`src/rtl/td4_run_ctrl_if.sv`:
```
// Board-side control/status bundle of the TD4 run controller.
// Master drives switches, button and PC; slave returns CE and status.
interface td4_run_ctrl_if;
  logic [1:0]  MODE_I;
  logic        STEP_I;
  logic        BRK_EN_I;
  logic [3:0]  BRK_ADDR_I;
  logic [3:0]  PC_I;
  logic        TD4_CE_O;
  logic [1:0]  STATE_O;
  logic        BRK_HIT_O;
  logic [15:0] CE_CNT_O;

  modport master (
    output MODE_I, STEP_I, BRK_EN_I, BRK_ADDR_I, PC_I,
    input  TD4_CE_O, STATE_O, BRK_HIT_O, CE_CNT_O
  );

  modport slave (
    input  MODE_I, STEP_I, BRK_EN_I, BRK_ADDR_I, PC_I,
    output TD4_CE_O, STATE_O, BRK_HIT_O, CE_CNT_O
  );
endinterface

```
`src/rtl/td4_run_ctrl.sv`:
```
// TD4 execution sequencer: halt / slow / fast / single-step CE pulses,
// 4-bit PC breakpoint and a wrapping count of issued CEs.
module td4_run_ctrl #(
  parameter int unsigned DIV_SLOW     = 50_000_000,
  parameter int unsigned DIV_FAST     = 5_000_000,
  parameter int unsigned DEBOUNCE_CYC = 1_000_000
) (
  input  logic          CLK_I,
  input  logic          RST_N_I,
  td4_run_ctrl_if.slave bus
);

  typedef enum logic [1:0] {
    S_HALT  = 2'b00,
    S_RUN   = 2'b01,
    S_STEP  = 2'b10,
    S_BREAK = 2'b11
  } state_t;

  state_t      r_state;
  state_t      w_state_nxt;
  logic [1:0]  r_mode_s1;
  logic [1:0]  r_mode_s2;
  logic [1:0]  r_mode_prev;
  logic        r_step_s1;
  logic        r_step_s2;
  logic [31:0] r_db_cnt;
  logic        r_db_lvl;
  logic        r_db_prev;
  logic        r_press;
  logic [31:0] r_pre;
  logic [31:0] w_pre_nxt;
  logic [31:0] w_div_m1;
  logic        r_ce;
  logic        w_ce_nxt;
  logic        r_hit;
  logic        w_hit_nxt;
  logic [15:0] r_cnt;
  logic        w_mode_chg;
  logic        w_tick;
  logic        w_brk_match;

  always_ff @(posedge CLK_I or negedge RST_N_I) begin
    if (!RST_N_I) begin
      r_mode_s1 <= 2'b00;
      r_mode_s2 <= 2'b00;
      r_step_s1 <= 1'b0;
      r_step_s2 <= 1'b0;
    end else begin
      r_mode_s1 <= bus.MODE_I;
      r_mode_s2 <= r_mode_s1;
      r_step_s1 <= bus.STEP_I;
      r_step_s2 <= r_step_s1;
    end
  end

  // Press is registered once more so CE lands one cycle after detection.
  always_ff @(posedge CLK_I or negedge RST_N_I) begin
    if (!RST_N_I) begin
      r_db_cnt  <= '0;
      r_db_lvl  <= 1'b0;
      r_db_prev <= 1'b0;
      r_press   <= 1'b0;
    end else begin
      r_db_prev <= r_db_lvl;
      r_press   <= r_db_lvl & ~r_db_prev;
      if (r_step_s2 == r_db_lvl) begin
        r_db_cnt <= '0;
      end else if (r_db_cnt == DEBOUNCE_CYC - 32'd1) begin
        r_db_lvl <= r_step_s2;
        r_db_cnt <= '0;
      end else begin
        r_db_cnt <= r_db_cnt + 32'd1;
      end
    end
  end

  assign w_mode_chg  = (r_mode_s2 != r_mode_prev);
  assign w_div_m1    = (r_mode_prev == 2'b10) ? DIV_FAST - 32'd1
                                              : DIV_SLOW - 32'd1;
  assign w_tick      = (r_pre == w_div_m1);
  assign w_brk_match = bus.BRK_EN_I && (bus.PC_I == bus.BRK_ADDR_I);

  always_comb begin
    w_state_nxt = r_state;
    w_pre_nxt   = r_pre;
    w_ce_nxt    = 1'b0;
    w_hit_nxt   = r_hit;
    if (w_mode_chg) begin
      w_pre_nxt = '0;
      w_hit_nxt = 1'b0;
      unique case (1'b1)
        (r_mode_s2 == 2'b00): w_state_nxt = S_HALT;
        (r_mode_s2 == 2'b11): w_state_nxt = S_STEP;
        default:              w_state_nxt = S_RUN;
      endcase
    end else begin
      unique case (r_state)
        S_RUN: begin
          if (w_tick) begin
            w_pre_nxt = '0;
            if (w_brk_match) begin
              w_state_nxt = S_BREAK;
              w_hit_nxt   = 1'b1;
            end else begin
              w_ce_nxt = 1'b1;
            end
          end else begin
            w_pre_nxt = r_pre + 32'd1;
          end
        end
        S_STEP: w_ce_nxt = r_press;
        // The resuming CE runs the breakpoint instruction uncompared.
        S_BREAK: begin
          w_pre_nxt = '0;
          if (r_press) begin
            w_ce_nxt    = 1'b1;
            w_state_nxt = S_RUN;
            w_hit_nxt   = 1'b0;
          end
        end
        S_HALT: w_ce_nxt = 1'b0;
      endcase
    end
  end

  always_ff @(posedge CLK_I or negedge RST_N_I) begin
    if (!RST_N_I) begin
      r_state     <= S_HALT;
      r_mode_prev <= 2'b00;
      r_pre       <= '0;
      r_ce        <= 1'b0;
      r_hit       <= 1'b0;
      r_cnt       <= '0;
    end else begin
      r_state     <= w_state_nxt;
      r_mode_prev <= r_mode_s2;
      r_pre       <= w_pre_nxt;
      r_ce        <= w_ce_nxt;
      r_hit       <= w_hit_nxt;
      if (w_ce_nxt) begin
        r_cnt <= r_cnt + 16'd1;
      end
    end
  end

  assign bus.TD4_CE_O  = r_ce;
  assign bus.STATE_O   = r_state;
  assign bus.BRK_HIT_O = r_hit;
  assign bus.CE_CNT_O  = r_cnt;

endmodule

```
`src/flat_wrapper.sv`:
```
// flat-port wrapper written by rule: the top's interface ports become plain ports
module td4_run_ctrl_flat 
#(
  parameter int unsigned DIV_SLOW     = 50_000_000,
  parameter int unsigned DIV_FAST     = 5_000_000,
  parameter int unsigned DEBOUNCE_CYC = 1_000_000
)
  (CLK_I, RST_N_I, bus_MODE_I, bus_STEP_I, bus_BRK_EN_I, bus_BRK_ADDR_I, bus_PC_I, bus_TD4_CE_O, bus_STATE_O, bus_BRK_HIT_O, bus_CE_CNT_O);
  td4_run_ctrl_if bus_i ();
  input  logic CLK_I;
  input  logic RST_N_I;
  input wire logic [$bits(bus_i.MODE_I)-1:0] bus_MODE_I;
  input wire logic [$bits(bus_i.STEP_I)-1:0] bus_STEP_I;
  input wire logic [$bits(bus_i.BRK_EN_I)-1:0] bus_BRK_EN_I;
  input wire logic [$bits(bus_i.BRK_ADDR_I)-1:0] bus_BRK_ADDR_I;
  input wire logic [$bits(bus_i.PC_I)-1:0] bus_PC_I;
  output wire logic [$bits(bus_i.TD4_CE_O)-1:0] bus_TD4_CE_O;
  output wire logic [$bits(bus_i.STATE_O)-1:0] bus_STATE_O;
  output wire logic [$bits(bus_i.BRK_HIT_O)-1:0] bus_BRK_HIT_O;
  output wire logic [$bits(bus_i.CE_CNT_O)-1:0] bus_CE_CNT_O;
  assign bus_i.MODE_I = bus_MODE_I;
  assign bus_i.STEP_I = bus_STEP_I;
  assign bus_i.BRK_EN_I = bus_BRK_EN_I;
  assign bus_i.BRK_ADDR_I = bus_BRK_ADDR_I;
  assign bus_i.PC_I = bus_PC_I;
  assign bus_TD4_CE_O = bus_i.TD4_CE_O;
  assign bus_STATE_O = bus_i.STATE_O;
  assign bus_BRK_HIT_O = bus_i.BRK_HIT_O;
  assign bus_CE_CNT_O = bus_i.CE_CNT_O;
  td4_run_ctrl #(.DIV_SLOW(DIV_SLOW), .DIV_FAST(DIV_FAST), .DEBOUNCE_CYC(DEBOUNCE_CYC)) u_core (.CLK_I(CLK_I), .RST_N_I(RST_N_I), .bus(bus_i));
endmodule
```
`config.mk`:
```
export PLATFORM = sky130hd
export DESIGN_NAME = td4_run_ctrl_flat
export DESIGN_NICKNAME = d
export VERILOG_FILES = /design/src/rtl/td4_run_ctrl_if.sv /design/src/rtl/td4_run_ctrl.sv /design/src/flat_wrapper.sv
export SDC_FILE = /design/constraint.sdc
export NUM_CORES = 1
export LEC_CHECK = 0
export BUFFER_PORTS_ARGS = -buffer_cell sky130_fd_sc_hd__buf_2
export CAP_MARGIN = 25
export CORE_UTILIZATION = 54
export CTS_CLUSTER_DIAMETER = 100
export DETAILED_ROUTE_END_ITERATION = 10
export GPL_TIMING_DRIVEN = 0
export PLACE_DENSITY = 0.79
export SKIP_LAST_GASP = 1
export SYNTH_ARGS = -nofsm -noshare
export SYNTH_HDL_FRONTEND = slang
export SYNTH_SLANG_ARGS = --single-unit
```
`constraint.sdc`:
```
create_clock -name CLK_I -period 2.95 [get_ports CLK_I]
set_clock_uncertainty 0.15 [all_clocks]
set_input_delay 0.1475 -clock CLK_I [delete_from_list [all_inputs] [get_ports CLK_I]]
set_output_delay 0.1475 -clock CLK_I [all_outputs]
set_load 0.05 [all_outputs]
```
; ---- Word-level counts from Yosys, hierarchy flattened
; Index checks and enable logic that the tools add are counted.
[word_totals]
register_bits = 95
latchBits = 0
mem_bits_ro = 0
ramBits = 0
output_inout_bits = 20
mem_count = 0
[classes]
bitwise = 3
n_mul = 0
shifts = 0
n_eq_ne = 13
n_mux = 22
div = 0
reduce_logical = 6
magnitude_cmp = 0
add_sub_neg = 3
[ops]
columns = op, count
row1 = two-way mux 32 bit, 4
row2 = adder 32 x 1 -> 32 bit (second input constant), 2
row3 = case mux 32 bit (2 select lines), 1
row4 = equality test 32 x 20 -> 1 bit (second input constant), 1
row5 = equality test 32 bit, 1
row6 = two-way mux 26 bit, 1
row7 = adder 16 x 1 -> 16 bit (second input constant), 1
row8 = inequality test 3 x 1 -> 1 bit (second input constant), 3
row9 = equality test 2 bit (second input constant), 4
row10 = two-way mux 1 bit, 8
row11 = two-way mux 2 bit, 4
row12 = case mux 2 bit (2 select lines), 2
row13 = equality test 4 bit, 1
row14 = logical NOT 2 bit, 2
row15 = case mux 1 bit (4 select lines), 1
row16 = AND reduction 4 bit, 1
row17 = nonzero test 3 bit, 1
row18 = equality test 2 x 1 -> 1 bit (second input constant), 1
row19 = inequality test 2 bit, 1
row20 = inverter 1 bit, 2
row21 = case mux 1 bit (2 select lines), 1
row22 = AND reduction 2 bit, 1
row23 = AND 1 bit, 1
row24 = equality test 1 bit, 1
row25 = logical AND 1 bit, 1

; ---- Depth between registers and ports, before layout
; Gate-level depths: netlist of run 1.
[depth]
word_depth = 6
mapped_depth = 9

; ---- Worst setup path after synthesis of run 1
; No wires, ideal clock.
[synth_path]
path_kind = register to register
startpoint = reg u_core.r_pre[11]
endpoint = reg u_core.r_cnt[1] (netlist: u_core.bus.CE_CNT_O[1])
arrival_time_ps = 2656
path_buffers = 0
setup_ps = 125
synth_period_minus_slack_ps = 2931
required_time_ps = 2675
path_slack_ps = 19
stages_incl_launch_ff = 7
path_cell_list = dfrtp_1 -> or4b_1 -> or4_4 -> a2111oi_4 -> a31oi_4 -> nor2_1 -> mux2_2
[synth_via]
elab_chain_len = 4
[synth_rtl]
columns = element, line
row1 = "start, declared", td4_run_ctrl.sv:31  ; logic [31:0] r_pre;
row2 = "start signal, assigned", td4_run_ctrl.sv:138  ; r_pre <= w_pre_nxt;
row3 = equality test 32 bit, td4_run_ctrl.sv:81  ; assign w_tick = (r_pre == w_div_m1);
row4 = two-way mux 1 bit, td4_run_ctrl.sv:100  ; if (w_tick) begin
row5 = case mux 1 bit (4 select lines), td4_run_ctrl.sv:98  ; unique case (r_state)
row6 = two-way mux 1 bit, td4_run_ctrl.sv:89  ; if (w_mode_chg) begin
row7 = via u_core.w_ce_nxt, td4_run_ctrl.sv:35  ; logic w_ce_nxt;
row8 = "end signal, assigned", td4_run_ctrl.sv:142  ; r_cnt <= r_cnt + 16'd1;
row9 = "end, declared", td4_run_ctrl.sv:38  ; logic [15:0] r_cnt;
; The timed path passes the listed nets, and every way through them passes these cells.
; A chain may end at the register's enable or synchronous reset.

; ---- Final worst setup path of run 1
[layout_path]
startpoint = reg u_core.r_pre[11]
endpoint = reg u_core.r_cnt[7] (netlist: u_core.bus.CE_CNT_O[7])
[layout_via]
elab_chain_len = 4
[layout_rtl]
columns = element, line
row1 = equality test 32 bit, td4_run_ctrl.sv:81
row2 = two-way mux 1 bit, td4_run_ctrl.sv:100
row3 = case mux 1 bit (4 select lines), td4_run_ctrl.sv:98
row4 = two-way mux 1 bit, td4_run_ctrl.sv:89
; Every way passes these cells.

==> metrics.txt, run 1 <==
number of instances in the synthesized netlist=467; number of inserted filler cells in the final layout=648; CTS max path bufs=2; Post-Syn Area per Cell=10.0 sq um; number of buffers added on ports=33; Root Buffer Master=clkbuf_8; I/O pin total=34; CTS tree=done; synthesized netlist net count=485; number of sinks driven by the clock tree=95; most instantiated cells after synthesis=dfrtp_1 (95), nor2_1 (71), xor2_1 (48); cell area after synthesis=4690 sq um; WP data arrival=3.07 ns; crit path capture type=register; post-layout minimum cycle time=2.93 ns; Final Cycle Share=99.2%; gr ovfl total=0; R2R Setup Slk=0.02 ns; Leak Pwr=0.00241 uW; detail-routed via count per cell=5.71; drt wl/cell=14.9 um; ys async rst share=100%; worst-margin pin slew=1.04 ns; max-slew violations=0; Top FF cell, synth=dfrtp_1; worst hold path class=in2async; final setup vio count=0; required time of the critical path=3.09 ns; routability-driven placement congestion ratio=0.855; top-count cell post-synth=dfrtp_1; H-tree depth reported by CTS=3; Worst-path clk slew=0.10 ns; count of placed standard cells including taps=606; count of standard-cell rows=33; die height=95.2 um; half-perimeter wire length after placement=6.34 mm; clock buffer count from CTS=9; antenna violation net count after detailed routing=0; overall track demand over capacity in global routing=22.2%; die outline area=9070 sq um; minimum setup slack after placement=-0.299 ns; wire length of the first global-routing pass=15.4 mm; post-synthesis register bit count=95; Total Routed Length=9.43 mm; iteration-0 DRC count of the detailed router=192; vias after detailed routing=3,606; maximum clock frequency=342 MHz; power density over the cells=446 nW/um^2; total negative slack for setup checks=0 ns; ratio of cells with drive above 1 in the final layout=15.9%; area of the multi-input gates=2290 sq um; FF+latch area=2380 sq um; yosys synthesis warning count=0; width of the chip=95.2 um; count of maximum capacitance violations=0; # nets final=540; remaining max-slew budget at the tightest pin=30.3%; DR DRC count=0; dominant cell type by area after synthesis=dfrtp_1; Cell variety after synth=48; final core occ=65.0%; effective utilization at floorplan=56.6%; critical path fanouts, max=7; RSZ-0062 raised after global routing=yes; router iterations before antenna repair=4; number of antenna violations at the first check in global routing=0; CP Launch Type=register; count of flip-flops with a built-in enable after synthesis=0; clock latency of the later-clocked register in the worst-skew pair=0.37 ns; result of the run=completed; synth top area cells=dfrtp_1 (51%), xor2_1 (9.0%), nor2_1 (5.7%); Area growth, synth to finish=14.9%; maximum number of pins on one net before global-route repair=69; Seq/Total Area, Yosys=50.7%; core region area=8300 sq um; Setup WS post-layout=0.0249 ns; critical setup path kind=reg2reg; share of the synthesized area in the top cell type=50.7%; VDD IR max=255 uV; number of global-route vias before repair=3,332; final non-filler cell total=632; diode insertion count for antenna repair=0; final number of hold-violating endpoints=0
[flip-flops by register name, summed over array words and instances (netlist names)]
signal / count
u_core.r_db_cnt: 32
u_core.bus.BRK_HIT_O: 1
u_core.r_press: 1
u_core.r_step_s1: 1
u_core.r_pre: 32
u_core.bus.STATE_O: 2
u_core.r_step_s2: 1
u_core.r_db_lvl: 1
u_core.r_mode_prev: 2
u_core.bus.TD4_CE_O: 1
u_core.bus.CE_CNT_O: 16
u_core.r_db_prev: 1
u_core.r_mode_s2: 2
u_core.r_mode_s1: 2
[metrics by stage]
step | hold WS (ns) | total power, uW | cell area (sq um)
5_1_grt | 0.118 | 2490 | 5390
3_3_place_gp | 0.106 | 1510 | 4990
4_1_cts | 0.0822 | 2420 | 5330
3_5_place_dp | -0.0515 | 1520 | 5020
6_report | 0.0945 | 2400 | 5390
2_1_floorplan | -0.298 | 1450 | 4690
[kinds of logic (layout without fill, tap and decap cells)]
kind of cell	count (synthesis)	count (layout)	synth area share, %
AND/OR/NAND/NOR	235	235	26.4
flip-flops	95	95	50.7
XOR/XNOR	69	69	12.9
AO/OA/AOI/OAI	35	35	5.36
buffers and inverters	22	82	2.05
multiplexers	7	7	1.60
adder cells (fa/ha/maj)	4	4	1.07
[area by class of cell]
cell class / count / share of cell area, %
timing repair buffer: 45 / 5.40
tap: 105 / 2.44
clock inverter: 7 / 1.60
multi-input combinational: 350 / 42.4
sequential: 95 / 44.1
buffer: 12 / 1.07
clock buffer: 9 / 2.30
inverter: 9 / 0.626
[per-layer routing]
layer	share of wire (%)	vias to the layer above	GRT usage (%)
li1	-	1743	-
met1	46	1774	29.5
met2	48	78	35.4
met3	4.6	11	3.75
met4	1.2	0	10.7
met5	0	-	0
[what timing repair did]
action	4_1_cts	5_1_grt
gates cloned	1	0
endpoints found under the hold margin	98	0
setup endpoints to repair	38	20
hold buffers	4	0
resized for setup	7	9
pin swaps	4	6
setup buffers	4	2
[power breakdown]
| part | switching, uW | internal [uW] |
|---|---|---|
| combinational | 120 | 48.9 |
| clock | 494 | 410 |
| sequential | 14.3 | 1320 |
[path summary, 6_finish.rpt]
kind | from | depth (start not counted) | end
setup reg to reg | u_core.r_pre[11] | 8 | u_core.bus.CE_CNT_O[7]
setup / recovery | u_core.r_pre[11] | 8 | u_core.bus.CE_CNT_O[7]
hold / removal | RST_N_I | 2 | u_core.r_step_s1
max in group asynchronous | RST_N_I | 3 | u_core.r_pre[11]
hold reg to reg | u_core.r_step_s1 | 0 | u_core.r_step_s2
min in group CLK_I | u_core.r_step_s1 | 0 | u_core.r_step_s2
[cells in the final DEF, fill, tap and decap left out, drive strengths merged, types with 3 or more instances in the layout]
cell type	n
a21oi	9
a31oi	12
and2	3
and3	8
and4	6
buf	45
clkbuf	17
dfrtp	95
dlygate4sd3	4
ha	4
inv	12
mux2	4
mux2i	3
nand2	38
nand2b	8
nand3	26
nand4	20
nor2	71
nor2b	3
nor3	16
nor4	13
nor4b	7
o21ai	6
or4	3
xnor2	21
xor2	48
[critical path, stage by stage, from the launching register on]
cell	delay [ns]
dfrtp_2	0.42
or4b_1	0.51
or4_4	0.45
a2111oi_4	0.41
buf_4	0.20
a31oi_4	0.14
buf_6	0.18
nor4b_4	0.22
xor2_1	0.17
No activity file was read; power rests on OpenSTA's default activity.
==> run 2, diff against run 1 <==
ABC_AREA = 1   (was unset)
CORE_UTILIZATION = 55   (was 54)
PLACE_DENSITY = 0.8   (was 0.79)
==> run 2 against run 1 <==
- die area grew 16%
- global-route usage rose by 4.3 points
- critical path depth increased by 5
- sequential power is essentially flat
- clock power grew 0.7%
- critical path type unchanged
==> metrics.txt, run 2 <==
router iterations before antenna repair=6 (was 4); crit path capture type=register (unchanged); yosys synthesis warning count=0 (unchanged); required time of the critical path=3.06 ns (was 3.09 ns); Leak Pwr=0.00280 uW (was 0.00241 uW); # nets final=850 (was 540); half-perimeter wire length after placement=9.96 mm (was 6.34 mm); post-synthesis register bit count=95 (unchanged); most frequent cells in the layout=nand2_1 (219), nor2_1 (151), dfrtp_1 (95), inv_1 (85), nand3_1 (65) (was dfrtp_1 (93), nor2_1 (70), xor2_1 (48), nand2_1 (38), buf_2 (33)); width of the chip=103 um (was 95.2 um); number of instances in the synthesized netlist=783 (was 467); power density over the cells=396 nW/um^2 (was 446 nW/um^2); Area growth, synth to finish=10.9% (was 14.9%); post-layout minimum cycle time=2.29 ns (was 2.93 ns); number of setup buffers added after CTS=0 (was 4); CP Launch Type=register (unchanged); final number of hold-violating endpoints=0 (unchanged); Top FF cell, synth=dfrtp_1 (unchanged); DR DRC count=0 (unchanged); CTS max path bufs=2 (unchanged); diode insertion count for antenna repair=0 (unchanged); vias after detailed routing=5,216 (was 3,606); core region area=9770 sq um (was 8300 sq um); worst hold path class=in2async (unchanged); most instantiated cells after synthesis=nand2_1 (219), nor2_1 (151), dfrtp_1 (95) (was dfrtp_1 (95), nor2_1 (71), xor2_1 (48)); quantity of gates resized following cts=0 (was 7); top-count cell post-synth=nand2_1 (was dfrtp_1); number of buffers added on ports=33 (unchanged); Root Buffer Master=clkbuf_8 (unchanged); maximum number of pins on one net before global-route repair=63 (was 69); die outline area=10,500 sq um (was 9070 sq um); wire length of the first global-routing pass=21.8 mm (was 15.4 mm); number of inserted filler cells in the final layout=873 (was 648); count of flip-flops with a built-in enable after synthesis=0 (unchanged); number of sinks driven by the clock tree=95 (unchanged); Final Cycle Share=77.5% (was 99.2%); count of maximum capacitance violations=0 (unchanged); remaining max-slew budget at the tightest pin=61.4% (was 30.3%); detail-routed via count per cell=5.38 (was 5.71); minimum setup slack after placement=0.692 ns (was -0.299 ns); max-slew violations=0 (unchanged); iteration-0 DRC count of the detailed router=304 (was 192); gr ovfl total=0 (unchanged); result of the run=completed (unchanged); WP data arrival=2.40 ns (was 3.07 ns); most common library cell in the layout ignoring fill and taps=nand2_1 (was dfrtp_1); Area after DPL=5930 sq um (was 5020 sq um); die height=103 um (was 95.2 um); Post-Syn Area per Cell=7.11 sq um (was 10.0 sq um); count of standard-cell rows=36 (was 33); CTS tree=done (unchanged); ys async rst share=100% (unchanged); I/O pin total=34 (unchanged); dominant cell type by area after synthesis=dfrtp_1 (unchanged); antenna violation net count after detailed routing=0 (unchanged); Worst-path clk slew=0.10 ns (about the same); ratio of cells with drive above 1 in the final layout=8.36% (was 15.9%); R2R Setup Slk=0.66 ns (was 0.02 ns); VDD IR max=299 uV (was 255 uV); critical setup path kind=reg2reg (unchanged); effective utilization at floorplan=56.9% (was 56.6%); H-tree depth reported by CTS=3 (unchanged); final setup vio count=0 (unchanged); Design Area, Final=6170 sq um (was 5390 sq um); total negative slack for setup checks=0 ns (unchanged); drt wl/cell=13.7 um (was 14.9 um); number of antenna violations at the first check in global routing=0 (unchanged); Cell variety after synth=32 (was 48); number of global-route vias before repair=4,797 (was 3,332); RSZ-0062 raised after global routing=no (was yes); share of the synthesized area in the top cell type=42.7% (was 50.7%); Total Routed Length=13.3 mm (was 9.43 mm); clock latency of the later-clocked register in the worst-skew pair=0.37 ns (about the same); synthesized netlist net count=801 (was 485); clock buffer count from CTS=9 (unchanged); Setup WS post-layout=0.664 ns (was 0.0249 ns); critical path fanouts, max=10 (was 7); cell area after synthesis=5560 sq um (was 4690 sq um); Seq/Total Area, Yosys=42.7% (was 50.7%); overall track demand over capacity in global routing=26.5% (was 22.2%); synth top area cells=dfrtp_1 (43%), nand2_1 (15%), nor2_1 (10%) (was dfrtp_1 (51%), xor2_1 (9.0%), nor2_1 (5.7%)); routability-driven placement congestion ratio=0.997 (was 0.855); worst-margin pin slew=0.579 ns (was 1.04 ns); maximum clock frequency=437 MHz (was 342 MHz)
## run 2: logic make-up after synthesis
kind of cell               Yosys count  synth area share, %
and+or+nand+nor                    506                 38.4
buffers and inverters              100                 7.06
DFF                                 95                 42.7
xor gates and xnor gates            50                 7.87
AOI/OAI and AO/OA                   28                 3.04
adders and majority gates            4                0.900
## run 2: layout make-up
cell class | instances | area, sq um | share of cell area [%]
plain buffers | 10 | 55.1 | 0.892
clock buffers | 10 | 128 | 2.07
clock inverters | 6 | 75.1 | 1.22
inverters | 90 | 338 | 5.48
multi-input cells | 588 | 2790 | 45.3
flip-flops and latches | 95 | 2380 | 38.5
well taps | 133 | 166 | 2.70
repair buffers | 38 | 235 | 3.81
## run 2: per-stage QoR
stage | std cells | util, % | power (uW) | hold WS [ns]
after global placement | 949 | 60.3 | 1540 | 0.108
after global routing | 970 | 63.1 | 2520 | 0.161
final | 970 | 63.1 | 2440 | 0.106
after floorplan | 783 | - | 1470 | -0.298
after detailed placement | 950 | 60.6 | 1550 | -0.00780
after CTS | 970 | 63.1 | 2450 | 0.130
## run 2: final timing paths
| check | cells past startpoint | from | endpoint |
|---|---|---|---|
| worst min-delay path | 2 | RST_N_I | u_core.r_pre[23] |
| max in group asynchronous | 3 | RST_N_I | u_core.r_db_cnt[10] |
| worst max register to register | 13 | u_core.r_pre[0] | u_core.r_pre[14] |
| worst max-delay path | 13 | u_core.r_pre[0] | u_core.r_pre[14] |
| worst min register to register | 0 | u_core.r_step_s1 | u_core.r_step_s2 |
| min in group CLK_I | 7 | bus_BRK_EN_I | u_core.bus.BRK_HIT_O |
## run 2: report_power, final
part | switching [uW] | total (uW) | leakage (uW) | internal (uW)
logic | 147 | 197 | 0.00140 | 49.9
clock network | 503 | 910 | 0.0000998 | 408
registers | 16.3 | 1330 | 0.00130 | 1320
total | 666 | 2440 | 0.00280 | 1780
## run 2: layer usage
metal	wire length, um	vias to the layer above	GRT usage, %
met5	0	-	0
met4	429	0	12.4
met3	629	43	4.07
met2	6450	180	44.2
met1	5800	2428	34.1
li1	-	2565	-
## run 2: timing repair
item	in CTS	in global routing
endpoints found under the hold margin	36	0
hold buffers	4	0
setup endpoints to repair	0	0
## run 2: critical path, cell delays in order (launching register included)
cell and delay, ns:
dfrtp_1 0.44, ha_1 0.24, nand2_1 0.13, inv_2 0.07
nand2_1 0.04, nor2_1 0.09, nand2_1 0.07, nor2_2 0.09
nand2_2 0.11, nand2_1 0.08, nand2_1 0.19, inv_2 0.21
buf_4 0.21, nor2_1 0.07
